===== src/rtl/serial_cmp_pkg.sv =====
// Shared types and constants for the bit-serial magnitude comparator.
//   state_t    : controller states (IDLE, SHIFT, DONE)
//   WIDTH_MIN  : smallest supported operand length
//   WIDTH_MAX  : largest supported operand length
package serial_cmp_pkg;

  localparam int unsigned WIDTH_MIN = 2;
  localparam int unsigned WIDTH_MAX = 32;

  typedef enum logic [1:0] {
    IDLE  = 2'd0,
    SHIFT = 2'd1,
    DONE  = 2'd2
  } state_t;

endpackage : serial_cmp_pkg


===== src/rtl/serial_cmp_bit_cmp1.sv =====
// Single-bit combinational comparator cell.
//   a, b : operand bits
//   eq   : a == b
//   neq  : a != b
//   big  : a > b
//   sma  : a < b
module bit_cmp1 (
  input  logic a,
  input  logic b,
  output logic eq,
  output logic neq,
  output logic big,
  output logic sma
);

  assign eq  = ~(a ^ b);
  assign neq = a ^ b;
  assign big = a & ~b;
  assign sma = ~a & b;

endmodule : bit_cmp1


===== src/rtl/serial_cmp.sv =====
// Bit-serial magnitude comparator: operands arrive MSB first, one bit pair
// per valid cycle; the relation is resolved by the first differing bit pair.
//   clk, rst_n : clock, asynchronous active-low reset
//   start      : begin a comparison (accepted in IDLE or DONE)
//   bit_valid  : a_bit/b_bit valid this cycle
//   a_bit      : operand A bit, MSB first
//   b_bit      : operand B bit, MSB first
//   busy       : comparison accepting bits
//   done       : one-cycle pulse when eq/neq/big/sma are updated
//   eq/neq/big/sma : registered relation of the last completed comparison
module serial_cmp
  import serial_cmp_pkg::*;
#(
  parameter int unsigned WIDTH = 8
) (
  input  logic clk,
  input  logic rst_n,
  input  logic start,
  input  logic bit_valid,
  input  logic a_bit,
  input  logic b_bit,
  output logic busy,
  output logic done,
  output logic eq,
  output logic neq,
  output logic big,
  output logic sma
);

  localparam int unsigned CNT_W = $clog2(WIDTH + 1);

  state_t           state, state_nxt;
  logic [CNT_W-1:0] cnt, cnt_nxt;
  logic             decided, decided_nxt;
  logic             rel_big, rel_big_nxt;
  logic             rel_sma, rel_sma_nxt;
  logic             busy_nxt, done_nxt;
  logic             eq_nxt, neq_nxt, big_nxt, sma_nxt;

  logic cell_eq, cell_neq, cell_big, cell_sma;

  // Per-bit decision for the current bit pair.
  bit_cmp1 u_bit_cmp1 (
    .a   (a_bit),
    .b   (b_bit),
    .eq  (cell_eq),
    .neq (cell_neq),
    .big (cell_big),
    .sma (cell_sma)
  );

  // State and output registers.
  always_ff @(posedge clk or negedge rst_n) begin
    if (!rst_n) begin
      state   <= IDLE;
      cnt     <= '0;
      decided <= 1'b0;
      rel_big <= 1'b0;
      rel_sma <= 1'b0;
      busy    <= 1'b0;
      done    <= 1'b0;
      eq      <= 1'b0;
      neq     <= 1'b0;
      big     <= 1'b0;
      sma     <= 1'b0;
    end else begin
      state   <= state_nxt;
      cnt     <= cnt_nxt;
      decided <= decided_nxt;
      rel_big <= rel_big_nxt;
      rel_sma <= rel_sma_nxt;
      busy    <= busy_nxt;
      done    <= done_nxt;
      eq      <= eq_nxt;
      neq     <= neq_nxt;
      big     <= big_nxt;
      sma     <= sma_nxt;
    end
  end

  // Next-state and next-output logic.
  always_comb begin
    state_nxt   = state;
    cnt_nxt     = cnt;
    decided_nxt = decided;
    rel_big_nxt = rel_big;
    rel_sma_nxt = rel_sma;
    busy_nxt    = 1'b0;
    done_nxt    = 1'b0;
    eq_nxt      = eq;
    neq_nxt     = neq;
    big_nxt     = big;
    sma_nxt     = sma;

    unique case (state)
      IDLE, DONE: begin
        state_nxt = IDLE;
        if (start) begin
          state_nxt   = SHIFT;
          cnt_nxt     = '0;
          decided_nxt = 1'b0;
          rel_big_nxt = 1'b0;
          rel_sma_nxt = 1'b0;
          busy_nxt    = 1'b1;
        end
      end

      SHIFT: begin
        busy_nxt = 1'b1;
        if (bit_valid) begin
          cnt_nxt = CNT_W'(cnt + 1'b1);
          // Only the first differing pair (MSB side) decides the relation.
          if (!decided && !cell_eq) begin
            decided_nxt = cell_neq;
            rel_big_nxt = cell_big;
            rel_sma_nxt = cell_sma;
          end
          if (cnt == CNT_W'(WIDTH - 1)) begin
            state_nxt = DONE;
            busy_nxt  = 1'b0;
            done_nxt  = 1'b1;
            eq_nxt    = ~decided_nxt;
            neq_nxt   = decided_nxt;
            big_nxt   = rel_big_nxt;
            sma_nxt   = rel_sma_nxt;
          end
        end
      end

      default: begin
        state_nxt = IDLE;
      end
    endcase
  end

endmodule : serial_cmp

===== config.mk =====
export PLATFORM = sky130hd
export DESIGN_NAME = serial_cmp
export DESIGN_NICKNAME = d
export VERILOG_FILES = /design/src/rtl/serial_cmp_pkg.sv /design/src/rtl/serial_cmp_bit_cmp1.sv /design/src/rtl/serial_cmp.sv
export SDC_FILE = /design/constraint.sdc
export NUM_CORES = 1
export LEC_CHECK = 0
export ABC_AREA = 1
export BUFFER_PORTS_ARGS = -buffer_cell sky130_fd_sc_hd__buf_4
export CORE_MARGIN = 8
export CORE_UTILIZATION = 30
export DETAILED_ROUTE_END_ITERATION = 8
export PLACE_DENSITY = 0.55
export SETUP_SLACK_MARGIN = 0.3
export SLEW_MARGIN = 20
export SYNTH_ARGS = -nofsm -noshare
export SYNTH_HDL_FRONTEND = slang
export SYNTH_SLANG_ARGS = --single-unit
export TNS_END_PERCENT = 1

===== constraint.sdc =====
create_clock -name clk -period 1.6 [get_ports clk]
set_clock_uncertainty 0.2 [all_clocks]
set_input_delay 0.08 -clock clk [delete_from_list [all_inputs] [get_ports clk]]
set_output_delay 0.08 -clock clk [all_outputs]
set_load 0.01 [all_outputs]

# Word-level counts from Yosys, hierarchy flattened
# Cells that the tools add are included.
# word_totals
register_bits	15
latch_bits	0
ramBits	0
romBits	0
input_bits	6
out_inout_bits	6
n_memories	0
# op_classes
add_sub_neg	1
mul	0
div	0
magnitude_cmp	0
n_eq_ne	6
shift	0
muxes	26
bitwise_logic	6
reduce_logical	8
# ops
cell	count
2-to-1 mux 1 bit	16
2-to-1 mux 4 bit	2
case mux 1 bit (2 select lines)	4
case mux 4 bit (2 select lines)	1
inequality test 2 bit, second input constant	3
AND reduction 3 bit	2
adder 4 x 1 -> 4 bit, second input constant	1
equality test 4 x 3 -> 1 bit, second input constant	1
2-to-1 mux 2 bit	2
case mux 2 bit (2 select lines)	1
inverter 1 bit	3
AND 1 bit	2
equality test 2 x 1 -> 1 bit, second input constant	1
equality test 2 bit, second input constant	1
zero test 2 bit	1
AND reduction 2 bit	1
nonzero test 2 bit	1
OR reduction 2 bit	1
logical AND 1 bit	1
zero test 1 bit	1
XOR 1 bit	1

# Longest topological paths before layout
# logic_depth
word_depth	7
depth_mapped	7
depth_no_buf	7

# Hierarchy
# A second synthesis with hierarchy kept.
# unflattened
cells_unflattened	81
area_unflattened_um2	718.2
# modules_own_cells
module	instances	cells_per_inst	area_each_um2
serial_cmp	1	76	681.9
bit_cmp1	1	5	36.3

# Worst setup path after synthesis
# Ideal clock, no wire load.
# synth_path
path_type	reg2reg
from	reg cnt[0]
to	reg cnt[2]
t_arrival_ns	0.928
path_slack_ns	0.346
stages_incl_launch_ff	5
n_path_buf	0
cell_sequence	dfrtp_1 -> ha_1 -> xor2_1 -> nand3_1 -> o21ai_0
# synth_between
elab_chain_len	3
# synth_lines
item	line_no	rtl
start, declared	serial_cmp.sv:33	logic [CNT_W-1:0] cnt, cnt_nxt;
start signal, assigned	serial_cmp.sv:68	cnt <= cnt_nxt;
adder 4 x 1 -> 4 bit	serial_cmp.sv:111	cnt_nxt = CNT_W'(cnt + 1'b1);
2-to-1 mux 4 bit	serial_cmp.sv:110	if (bit_valid) begin
case mux 4 bit (2 select lines)	serial_cmp.sv:95	unique case (state)
# Every way passes these cells. The select of a mux whose other input is x is not followed.
# A chain may end at the register's enable or synchronous reset.

# Worst setup path after layout
# layout_path
from	reg cnt[1]
to	reg neq
# layout_between
elab_chain_len	2
# layout_lines
item	line_no	rtl
equality test 4 x 3 -> 1 bit	serial_cmp.sv:118	if (cnt == CNT_W'(WIDTH - 1)) begin
AND reduction 3 bit (no source line)	n/a	
end signal, assigned	serial_cmp.sv:75	neq <= neq_nxt;
end, declared	serial_cmp.sv:25	output logic neq,
# Every way passes these cells.

==> qor.yml <==
grt_pass1_vias: 558
crit_path_start_kind: "register"
cp-end-kind: "register"
synthCells: 80
grt_overflow_total: 0
p_int_w: 0.000858
critPathKind: "reg2reg"
die_area_um2: 4190
ys_types: 16
path_clk_slew_ps: 80
fin_tns_setup_ps: 0
routabilityCongestion: 0.709
portBuffers: 11
hold_viol_final: 0
ios: 12
via_count: 544
yosysTopAreaCellShare_pct: 52.6
drt_iter0_markers: 9
drive_gt1_share_pct: 30.0
pwr-share-seq_pct: 46.2
viasPerCell: 4.25
yosysTopAreaCell: "dfrtp_1"
setup_viol: 0
vdd_drop_max_mv: 0.528
dr.pass1.iters: 4
cp.arrival_ps: 1260
rsz0062_at_grt: "true"
yosys_warnings: 0
htreeDepth: 1
final_nets: 110
fmax_ghz: 0.804
final_core_utilization_pct: 41.3
slew_headroom_pct: 84.4
core_area_um2: 2230
worstPathRequired_ps: 1620
antenna_found_initial: 0
clkSinkCount: 15
cts-root-buf: "clkbuf_4"
synth_area_um2: 713
synth_fp_nets: 89
crit_fanout: 5
drcViolationCount: 0
routed_wl_um: 1330
start_util_pct: 31.9
grt_pass1_wl_um: 2340
grt_max_degree: 16
finalPower_w: 0.00137
area_growth_syn_to_layout_pct: 29.5
rows: 17
drv_slew: 0
n_antenna_cell: 0
cap_violations: 0
postRouteAntennaNets: 0
p_switching_w: 0.000513
syn_area_per_cell_um2: 8.91
clk_latency_ps: 280
power_density_nw_per_um2: 1490
swShare_pct: 37.4
cts.path.max_buffers: 2
fin_crit_sh_pct: 77.7
status: "completed"
dp_hpwl_um: 1040
die_w_um: 64.8
min_path_type: "in2reg"
fp.dieH_um: 64.8
tightest_slew_ps: 231
holdWs_ps: 80.6
wl_per_cell_um: 10.4
netlist_top_cells_area: "dfrtp_1 (53%), nand2_1 (14%), ha_1 (5.3%), inv_1 (4.7%), o21ai_0 (4.2%)"
combinationalPowerShare_pct: 38.4
cts_tree: "done"
leakage_nw: 0.479
final.min_clock_period_ps: 1240
yosysSeqAreaShare_pct: 52.6
grtUsageTotal_pct: 7.22
clock_power_share_pct: 15.4
cts-buffers-inserted: 3
yosys_register_bits: 15
## sequential cells by signal, indices dropped and copies added, names as in the netlist
name	flops
rel_big	1
big	1
rel_sma	1
sma	1
neq	1
state	2
done	1
eq	1
cnt	4
decided	1
busy	1
## power by group through the flow
| stage | registers [W] | logic (W) | clock network, W |
|---|---|---|---|
| 2_1_floorplan | 0.000639 | 0.000293 | 0 |
| 3_3_place_gp | 0.000629 | 0.000476 | 0 |
| 3_5_place_dp | 0.000631 | 0.000481 | 0 |
| 4_1_cts | 0.000618 | 0.000518 | 0.000226 |
| 5_1_grt | 0.000649 | 0.000619 | 0.000245 |
| 6_report | 0.000633 | 0.000526 | 0.000212 |
## timing repair
action / in CTS / in global routing
resized for setup: 1 / 5
endpoints found under the setup margin: 5 / 7
pin swaps: 0 / 1
hold endpoints to repair: 22 / 0
hold buffers: 4 / 0
buffers inserted: 1 / 0
## per-stage QoR
| stage | cells | instance area [um2] | setup slack [ps] |
|---|---|---|---|
| 4_1_cts | 128 | 907 | 314 |
| 2_1_floorplan | 80 | 713 | 346 |
| 6_report | 128 | 923 | 356 |
| 3_5_place_dp | 119 | 831 | 282 |
| 5_1_grt | 128 | 923 | 258 |
| 3_3_place_gp | 119 | 831 | 292 |
## layout by cell type (no fill, tap or decap), drive strengths merged
cell type and instances:
inv 12, nand4 2, nor2 8, o21ai 6, ha 3, nand2 27, xor2 1, a21oi 1
buf 12, nand3 5, dlygate4sd3 4, dfrtp 15, clkbuf 4
## area by class of cell
| class | instances | area, um2 |
|---|---|---|
| inverter | 12 | 45.0 |
| clock buffer | 4 | 26.3 |
| sequential | 15 | 377 |
| tap | 28 | 35.0 |
| fill | 245 | 1310 |
| multi-input combinational | 53 | 310 |
| timing repair buffer | 16 | 130 |
## cell families after synthesis
family                   synth area share [%]
AO/OA/AOI/OAI                            4.91
adder cells (fa/ha/maj)                  5.26
AND/OR/NAND/NOR                          29.6
XOR/XNOR                                 1.23
flip-flops                               52.6
buffers and inverters                    6.32
## critical path: stages, from the launching register on
cell and delay (ps):
dfrtp_1 420, ha_4 180, nand4_4 110, nor2_4 140
nand2_1 70, nand2_1 70
## path summary, 6_finish.rpt
path | startpoint | end | slack [ps] | cells past startpoint
worst max register to register | cnt[1] | neq | 360 | 5
worst max-delay path | cnt[1] | neq | 360 | 5
worst min register to register | sma | sma | 280 | 2
max in group asynchronous | rst_n | cnt[2] | 510 | 3
min in group asynchronous | rst_n | state[0] | 510 | 3
worst min-delay path | b_bit | decided | 80 | 5
## cells in the mapped netlist, drive strengths merged
cell,number
nand3,5
inv,12
nand4,2
dfrtp,15
nor2,8
a21oi,1
xor2,1
ha,3
nand2,27
o21ai,6
## routing by layer
metal	vias up	GRT usage (%)	wire [um]
met5	-	0	0
met4	0	4.09	29
met3	4	3.26	56
met2	6	12.2	648
met1	246	7.25	595
li1	288	-	-
Power figures use the tool's default switching activity.
